--- config.mk ---
export PLATFORM = sky130hd
export DESIGN_NAME = mod_mul_rt
export DESIGN_NICKNAME = d
export VERILOG_FILES = /design/src/rtl/mod_mul_rt.sv
export SDC_FILE = /design/constraint.sdc
export NUM_CORES = 1
export LEC_CHECK = 0
export CAP_MARGIN = 10
export CORE_MARGIN = 5
export CORE_UTILIZATION = 55
export DETAILED_ROUTE_END_ITERATION = 12
export PLACE_DENSITY = 0.78
export SKIP_CTS_REPAIR_TIMING = 1
export SLEW_MARGIN = 10
export SYNTH_ARGS = -nofsm -noshare
export SYNTH_HDL_FRONTEND = slang
export SYNTH_SLANG_ARGS = --single-unit
--- constraint.sdc ---
create_clock -name clk -period 9.1 [get_ports clk]
set_input_delay 2.73 -clock clk [delete_from_list [all_inputs] [get_ports clk]]
set_output_delay 2.73 -clock clk [all_outputs]
set_load 0.02 [all_outputs]
--- src/rtl/mod_mul_rt.sv ---
// mod_mul_rt: Montgomery modular multiplier whose modulus is supplied per request.
//
// Computes z = x*y mod n (mode 0) or the raw Montgomery product x*y*R^-1 mod n
// (mode 1). The modulus n, the digit constant p = -n^-1 mod 2^LOGR and R^2 mod n
// come with each request, so one instance serves any key. The engine is
// digit-serial: one radix-2^LOGR digit of the left operand per clock, followed by
// one conditional-subtract cycle per Montgomery product.
//
// Ports:
//   clk, rst            clock; synchronous active-high reset
//   in_valid / in_ready request handshake (in_ready high only when idle)
//   mode                0: full modular product, 1: raw Montgomery product
//   n, p, r2modn        modulus, -n^-1 mod 2^LOGR, R^2 mod n
//   x, y                operands, each < n
//   out_valid/out_ready result handshake
//   z, err              result; err=1 (z=0) when the request failed input checks
module mod_mul_rt #(
    parameter int N_BIT = 7,
    parameter int LOGR  = 3
) (
    input  logic             clk,
    input  logic             rst,
    input  logic             in_valid,
    output logic             in_ready,
    input  logic             mode,
    input  logic [N_BIT-1:0] n,
    input  logic [LOGR-1:0]  p,
    input  logic [N_BIT-1:0] r2modn,
    input  logic [N_BIT-1:0] x,
    input  logic [N_BIT-1:0] y,
    output logic             out_valid,
    input  logic             out_ready,
    output logic [N_BIT-1:0] z,
    output logic             err
);

    localparam int D  = (N_BIT + LOGR - 1) / LOGR;  // digits per operand
    localparam int AW = D * LOGR;                   // zero-extended operand width
    localparam int PW = N_BIT + LOGR;               // digit x operand product width
    localparam int TW = N_BIT + LOGR + 1;           // accumulator width
    localparam int CW = $clog2(D + 1);
    localparam logic [CW-1:0] CNT_FIX = CW'(D);     // counter value of the fix cycle

    typedef enum logic [1:0] {
        IDLE,
        CALC,
        DONE
    } state_t;

    state_t           state, state_nx;
    logic             mode_r;
    logic [N_BIT-1:0] n_r, r2_r, x_r, y_r;
    logic [LOGR-1:0]  p_r;
    logic [N_BIT-1:0] xm_r, ym_r, zm_r;   // Montgomery-domain intermediates
    logic [TW-1:0]    t_r;
    logic [CW-1:0]    cnt_r;
    logic [1:0]       op_r;
    logic [N_BIT-1:0] z_r;
    logic             err_r;

    logic             accept, bad_in, fix_cyc, last_op;
    logic [N_BIT-1:0] op_a, op_b;
    logic [LOGR-1:0]  digit, q;
    logic [PW-1:0]    ab, qn;
    logic [TW-1:0]    t_pre, t_sum, t_next;
    logic [N_BIT-1:0] res;

    assign in_ready  = (state == IDLE);
    assign out_valid = (state == DONE);
    assign z         = z_r;
    assign err       = err_r;

    assign accept  = in_valid & in_ready;
    // r2modn only matters when the domain conversion is performed (mode 0).
    assign bad_in  = ~n[0] | (n < N_BIT'(3)) | (x >= n) | (y >= n) |
                     (~mode & (r2modn >= n));
    assign fix_cyc = (cnt_r == CNT_FIX);
    assign last_op = mode_r | (op_r == 2'd3);

    // Operand routing for the op sequence:
    // mode 0: mont(x,R2) -> xm, mont(y,R2) -> ym, mont(xm,ym) -> zm, mont(zm,1) -> z
    // mode 1: mont(x,y) -> z
    always_comb begin
        op_a = '0;
        op_b = '0;
        if (mode_r) begin
            op_a = x_r;
            op_b = y_r;
        end else begin
            case (op_r)
                2'd0:    begin op_a = x_r;  op_b = r2_r;      end
                2'd1:    begin op_a = y_r;  op_b = r2_r;      end
                2'd2:    begin op_a = xm_r; op_b = ym_r;      end
                default: begin op_a = zm_r; op_b = N_BIT'(1); end
            endcase
        end
    end

    // One Montgomery digit step. T stays below 2n, so T + a_i*b + q*n stays
    // below 2*r*n and fits in TW bits; the shift brings it back under 2n.
    // During the fix cycle the shift runs past the operand and digit reads 0.
    assign digit  = LOGR'(AW'(op_a) >> (int'(cnt_r) * LOGR));
    assign ab     = PW'(digit) * PW'(op_b);
    assign t_pre  = t_r + TW'(ab);
    assign q      = LOGR'(t_pre[LOGR-1:0] * p_r);
    assign qn     = PW'(q) * PW'(n_r);
    assign t_sum  = t_pre + TW'(qn);
    assign t_next = t_sum >> LOGR;
    // Final conditional subtract; T < 2n so one subtraction is enough.
    assign res    = (t_r >= TW'(n_r)) ? N_BIT'(t_r - TW'(n_r)) : N_BIT'(t_r);

    always_ff @(posedge clk) begin
        if (rst) begin
            state <= IDLE;
        end else begin
            state <= state_nx;
        end
    end

    always_comb begin
        state_nx = state;
        case (state)
            IDLE: begin
                if (accept) begin
                    state_nx = bad_in ? DONE : CALC;
                end
            end
            CALC: begin
                if (fix_cyc && last_op) begin
                    state_nx = DONE;
                end
            end
            DONE: begin
                if (out_ready) begin
                    state_nx = IDLE;
                end
            end
            default: state_nx = IDLE;
        endcase
    end

    always_ff @(posedge clk) begin
        if (rst) begin
            mode_r <= 1'b0;
            n_r    <= '0;
            p_r    <= '0;
            r2_r   <= '0;
            x_r    <= '0;
            y_r    <= '0;
            xm_r   <= '0;
            ym_r   <= '0;
            zm_r   <= '0;
            t_r    <= '0;
            cnt_r  <= '0;
            op_r   <= '0;
            z_r    <= '0;
            err_r  <= 1'b0;
        end else begin
            case (state)
                IDLE: begin
                    if (accept) begin
                        mode_r <= mode;
                        n_r    <= n;
                        p_r    <= p;
                        r2_r   <= r2modn;
                        x_r    <= x;
                        y_r    <= y;
                        t_r    <= '0;
                        cnt_r  <= '0;
                        op_r   <= '0;
                        if (bad_in) begin
                            z_r   <= '0;
                            err_r <= 1'b1;
                        end
                    end
                end
                CALC: begin
                    if (!fix_cyc) begin
                        t_r   <= t_next;
                        cnt_r <= cnt_r + CW'(1);
                    end else begin
                        t_r   <= '0;
                        cnt_r <= '0;
                        op_r  <= op_r + 2'd1;
                        if (last_op) begin
                            z_r   <= res;
                            err_r <= 1'b0;
                        end else begin
                            case (op_r)
                                2'd0:    xm_r <= res;
                                2'd1:    ym_r <= res;
                                default: zm_r <= res;
                            endcase
                        end
                    end
                end
                default: ;
            endcase
        end
    end

endmodule

==> impl_metrics.yaml, run 1 <==
timing:
  fin_tns_setup_ns: 0
  fmax_mhz: 133
  finalHoldViolations: 0
  timing.final.crit_period_ns: 7.54
  setup_viol: 0
  fin_worst_skew_ns: 0.0107
  rsz0062_at_grt: "no"
  slew_viol_final: 0
  slew-limit-headroom: 0.212
  period_share: 0.828
  tightest_slew_ns: 1.18
grt:
  grt-busiest-layer: "met2"
  gr-usage-all-layers: 0.251
  use_met3: 0.0422
  grtUsageMet2: 0.428
  grt_pass1_wl_mm: 25.8
  grt_pass1_vias: 5197
  grt_max_degree: 81
  overflow: 0
  met1_usage: 0.311
  antenna_found_initial: 0
synth:
  synth_edf_count: 0
  ys_seq_elements: 75
  yosys.area_share.adder: 0.210
  synth_top_family_by_area: "adder cells"
  synthMuxAreaShare: 0.0502
  ys_dominant_reg_cell: "dfxtp_1"
  synthCells: 720
  synthSimpleGateAreaFrac: 0.205
  yosysSeqAreaShare: 0.257
  synth_area_per_cell_um2: 8.10
  synthTopCellsByArea: "dfxtp_1, ha_1, fa_1, nand2_1, nor2_1"
  netlist_area_mm2: 0.00583
  synth.net_count: 839
  synth_cell_type_count: 62
  yosys_warnings: 0
  synthArstFlopShare: 0
  synth_compound_area_frac: 0.179
  synth_xor_xnor_area_share: 0.0270
  yosysTopAreaCell: "dfxtp_1"
  synth_top_area_frac: 0.257
cells_and_area:
  fillCellCount: 934
  post-route-util: 0.633
  final_layout_size_suffix_gt1_frac: 0.0507
  num_antenna_cells: 0
  final_cell_mix: "nand2_1, nor2_1, dfxtp_1, inv_1, ha_1"
  syn_to_final_growth_pct: 12.1
  finalNetCount: 863
  final_common_cell: "nand2_1"
pwr:
  power.total_mw: 0.804
  leakage_nw: 2.73
  power.density_mw_per_mm2: 123
  peakVddDrop_mv: 0.0800
cts:
  tritoncts: "yes"
  clk_latency_ns: 0.37
  ctsLongestPathBuffers: 2
  cts_num_sinks: 75
  cts_buffers: 9
  root_buffer: "clkbuf_8"
  cts-htree-levels: 3
  clk_pin_slew_ns: 0.08
worst_setup_path:
  worstPathRequired_ns: 9.31
  cp.arrival_ns: 7.74
  start_kind: "flop"
  slowest_delay_ns: 0.71
  path_max_fanout: 14
  path_common_cell: "fa_1"
  crit_type: "flop to flop"
  cp-end-kind: "flop"
  critPathSlowestCell: "o41ai_1"
  worst-r2r-cell-count: 26
min_path:
  worstHoldPathType: "flop to flop"
  whs_path_depth: 2
detailed_routing:
  drt_iter0_markers: 363
  wl_per_cell_um: 17.6
  vias: 5179
  wl_mm: 15.6
  detail-route-antenna-nets: 0
  drc: 0
  viasPerCell: 5.85
  drt_first_pass_iters: 5
floorplanning:
  core_mm2: 0.0103
  io_pins: 46
  fp.dieW_um: 113
  row_count: 37
  die_h_um: 113
  start_util: 0.565
  die_area_mm2: 0.0128
placed_design:
  hpwl_mm: 12.3
  place.gp.congestion: 0.977
  port_buffers: 45
status:
  status: "finished, final reports clean"
run:
  maxCapViolCount: 0
-- critical path, delay by kind of cell (launching register included) --
family	cells	cell delay (ns)
mux	1	0.47
fa+ha+maj	7	3.22
simple gates	6	0.89
flops	1	0.41
buf+inv	4	0.27
xor+xnor	2	0.36
compound gates	6	1.74
-- flip-flops by register name, indices dropped and copies added, names as in the netlist --
signal and flops:
t_r 8, n_r 7, r2_r 7, x_r 7, xm_r 7, y_r 7
ym_r 7, z 7, zm_r 7, p_r 3, cnt_r 2, op_r 2
state 2, err 1, mode_r 1
-- power breakdown --
part           internal (mW)  switching, mW
logic                 0.0648         0.0969
registers              0.339         0.0125
clock network          0.156          0.134
total                  0.560          0.244
-- cell usage after synthesis (all sizes together), types with 4 or more instances --
cell     n
or2      5
nor2b    8
and2    16
nor2    84
o21ai   19
a211oi  17
nand2   89
dfxtp   75
mux2     4
a21oi   55
a22o    12
fa      25
nand2b  10
buf      8
o41ai    5
nor3    10
a21o     5
nand4    8
xnor2    7
nand3   12
inv     72
ha      58
a22oi   16
clkbuf  25
xor2    11
mux2i   18
-- cell families (layout without fill, tap and decap cells) --
| kind of cell | after synthesis | in the layout |
|---|---|---|
| adders and majority gates | 83 | 83 |
| and+or+nand+nor | 257 | 257 |
| buffers and inverters | 105 | 134 |
| muxes | 25 | 25 |
| AOI/OAI and AO/OA | 157 | 157 |
| xor gates and xnor gates | 18 | 18 |
| DFF | 75 | 75 |
-- layout make-up --
class | instances | area (um2) | share of cell area
multi-input cells | 540 | 3920 | 0.600
flip-flops and latches | 75 | 1500 | 0.230
repair buffers | 46 | 453 | 0.0693
inverters | 72 | 270 | 0.0413
well taps | 136 | 170 | 0.0260
clock buffers | 9 | 124 | 0.0189
clock inverters | 7 | 97.6 | 0.0149
-- routing by layer --
metal	share of wire	routed length [um]
met5	0	0
met4	0.037	571
met3	0.053	828
met2	0.49	7580
met1	0.42	6610
-- path summary, 6_finish.rpt --
kind / startpoint / end / slack [ns]
setup / recovery: op_r[0] / t_r[6] / 1.56
hold / removal: x_r[0] / x_r[0] / 0.46
setup reg to reg: op_r[0] / t_r[6] / 1.56
hold reg to reg: x_r[0] / x_r[0] / 0.46
-- through the flow --
stage | setup slack (ns) | instance area, um2 | cells | hold slack [ns]
4_1_cts | 1.64 | 6540 | 885 | 0.457
3_3_place_gp | 1.95 | 6320 | 869 | 0.442
2_1_floorplan | 2.29 | 5830 | 720 | 0.433
3_5_place_dp | 1.67 | 6320 | 869 | 0.446
5_1_grt | 1.05 | 6540 | 885 | 0.474
6_report | 1.56 | 6540 | 885 | 0.456
Power figures use the tool's default switching activity.
==> run 2: changes to the inputs <==
--- a/config.mk
+++ b/config.mk
@@ -7,9 +7,9 @@
 export LEC_CHECK = 0
 export CAP_MARGIN = 10
 export CORE_MARGIN = 5
-export CORE_UTILIZATION = 55
+export CORE_UTILIZATION = 54
 export DETAILED_ROUTE_END_ITERATION = 12
-export PLACE_DENSITY = 0.78
+export PLACE_DENSITY = 0.8
 export SKIP_CTS_REPAIR_TIMING = 1
 export SLEW_MARGIN = 10
 export SYNTH_ARGS = -nofsm -noshare
==> constraint.sdc (replaced) <==
create_clock -name clk -period 6.1 [get_ports clk]
set_input_delay 1.83 -clock clk [delete_from_list [all_inputs] [get_ports clk]]
set_output_delay 1.83 -clock clk [all_outputs]
set_load 0.02 [all_outputs]
==> impl_metrics.yaml, run 2 (same netlist as run 1, synthesis figures left out) <==
floorplanning:
  die_area_mm2: 0.0130
  row_count: 38
  fp.dieW_um: 114
  start_util: 0.545
  io_pins: 46
  die_h_um: 114
  core_mm2: 0.0107
grt:
  antenna_found_initial: 0
  overflow: 0
  grt_max_degree: 44
  grt_pass1_vias: 5505
  gr-usage-all-layers: 0.251
  grt_pass1_wl_mm: 25.8
timing:
  period_share: 1.08
  fmax_mhz: 152
  fin_tns_setup_ns: -2.69
  fin_worst_skew_ns: 0.0119
  setup_viol: 7
  slew-limit-headroom: 0.263
  timing.final.crit_period_ns: 6.59
  rsz0062_at_grt: "yes"
  setup_slack_ns: -0.488
  timing.hold.ws_ns: 0.462
  slew_viol_final: 0
  finalHoldViolations: 0
  tightest_slew_ns: 1.11
placed_design:
  place.gp.congestion: 0.952
  hpwl_mm: 12.8
  dp_slack_ns: -0.720
  dpl_cell_area_mm2: 0.00679
  port_buffers: 45
cells_and_area:
  multi_input_area_mm2: 0.00409
  finalNetCount: 916
  regMostFlops: "t_r"
  num_antenna_cells: 0
  fillCellCount: 915
  final_layout_size_suffix_gt1_frac: 0.155
  syn_to_final_growth_pct: 22.0
  final_common_cell: "nand2_1"
  final_area_mm2: 0.00712
  regArea_mm2: 0.00151
  final_cell_mix: "nand2_1, nor2_1, dfxtp_1, inv_1, a21oi_1"
  largest_register_ffs: 8
detailed_routing:
  wl_per_cell_um: 16.8
  drt_iter0_markers: 382
  detail-route-antenna-nets: 0
  vias: 5386
  drt_first_pass_iters: 5
  wl_mm: 15.8
  drc: 0
  viasPerCell: 5.72
cts:
  clk_pin_slew_ns: 0.09
  cts-htree-levels: 3
  clk_latency_ns: 0.38
  cts_buffers: 9
  root_buffer: "clkbuf_8"
  cts_num_sinks: 75
  tritoncts: "yes"
  ctsLongestPathBuffers: 2
pwr:
  power.density_mw_per_mm2: 168
  peakVddDrop_mv: 0.180
  power.total_mw: 1.20
  leakage_nw: 3.03
worst_setup_path:
  rrSetupSlack_ns: -0.49
  crit_start: "op_r[0]"
  worstPathRequired_ns: 6.38
  endpoint: "t_r[7]"
  crit_type: "flop to flop"
  path_max_fanout: 6
  cp.arrival_ns: 6.87
  rr_endpoint: "t_r[7]"
  start_kind: "flop"
  worst-r2r-cell-count: 26
  r2r_start: "op_r[0]"
  cp-end-kind: "flop"
run:
  maxCapViolCount: 0
status:
  status: "complete, but fails checks"
  violations: "negative setup slack"
min_path:
  worstHoldPathType: "flop to flop"
-- run 2: cell types whose count changed in the layout (fill, tap and decap cells not counted), moves of 3 or more --
cell / previous run / this run
inv_2: 2 / 7
xnor2_2: 0 / 3
inv_1: 70 / 65
buf_4: 1 / 53
xnor2_1: 7 / 4
ha_1: 58 / 53
ha_4: 0 / 4
-- run 2: worst min-delay path by stage --
stage          slack, ns    start      end  cells after the start
2_1_floorplan       0.43   x_r[3]   x_r[3]                      2
3_3_place_gp        0.44   x_r[0]   x_r[0]                      2
3_5_place_dp        0.45  r2_r[2]  r2_r[2]                      2
4_1_cts             0.46  r2_r[2]  r2_r[2]                      2
5_1_grt             0.49  r2_r[2]  r2_r[2]                      2
6_report            0.46  r2_r[2]  r2_r[2]                      2
-- run 2: critical path, stage by stage (launching register included) --
cell	delay, ns
dfxtp_4	0.36
buf_12	0.12
ha_4	0.16
a22o_1	0.20
mux4_2	0.46
a221o_1	0.34
nand2_2	0.08
or2_1	0.12
fa_1	0.42
inv_1	0.09
fa_1	0.45
fa_1	0.54
nand2_2	0.08
xor2_2	0.19
xnor2_2	0.19
and2_4	0.17
fa_1	0.52
inv_2	0.04
fa_1	0.52
inv_2	0.05
ha_4	0.26
nand4_1	0.14
o2111ai_2	0.24
a21oi_2	0.10
o31ai_2	0.23
xnor2_1	0.12
o41ai_1	0.30
-- run 2: where the power goes --
group	switching [mW]	internal (mW)
registers	0.0164	0.506
clock network	0.205	0.203
logic	0.154	0.112
total	0.375	0.821
-- run 2: per-layer routing --
metal	vias up	track usage	part of all wire
met1	2549	0.300	0.41
met2	169	0.431	0.49
met3	53	0.0531	0.051
met4	0	0.112	0.046
li1	2615	-	-
met5	-	0	0
-- run 2: metrics by stage --
| stage | instances | util |
|---|---|---|
| floorplan | 720 | - |
| global placement | 923 | 0.634 |
| detailed placement | 923 | 0.634 |
| CTS | 939 | 0.654 |
| global route | 942 | 0.665 |
| finish | 942 | 0.665 |
-- run 2: area by class of cell --
type                    instances  area share
repair buffers                 99       0.121
multi-input cells             540       0.575
well taps                     140      0.0246
clock inverters                 6      0.0100
flip-flops and latches         75       0.212
clock buffers                  10      0.0193
inverters                      72      0.0380
==> run 3: changes to the inputs <==
--- a/config.mk
+++ b/config.mk
@@ -8,6 +8,7 @@
 export CAP_MARGIN = 10
 export CORE_MARGIN = 5
 export CORE_UTILIZATION = 54
+export CTS_CLUSTER_DIAMETER = 200
 export DETAILED_ROUTE_END_ITERATION = 12
 export PLACE_DENSITY = 0.8
 export SKIP_CTS_REPAIR_TIMING = 1
==> results of run 3 <==
Final layout, timing and power as in run 2 (identical DEF).
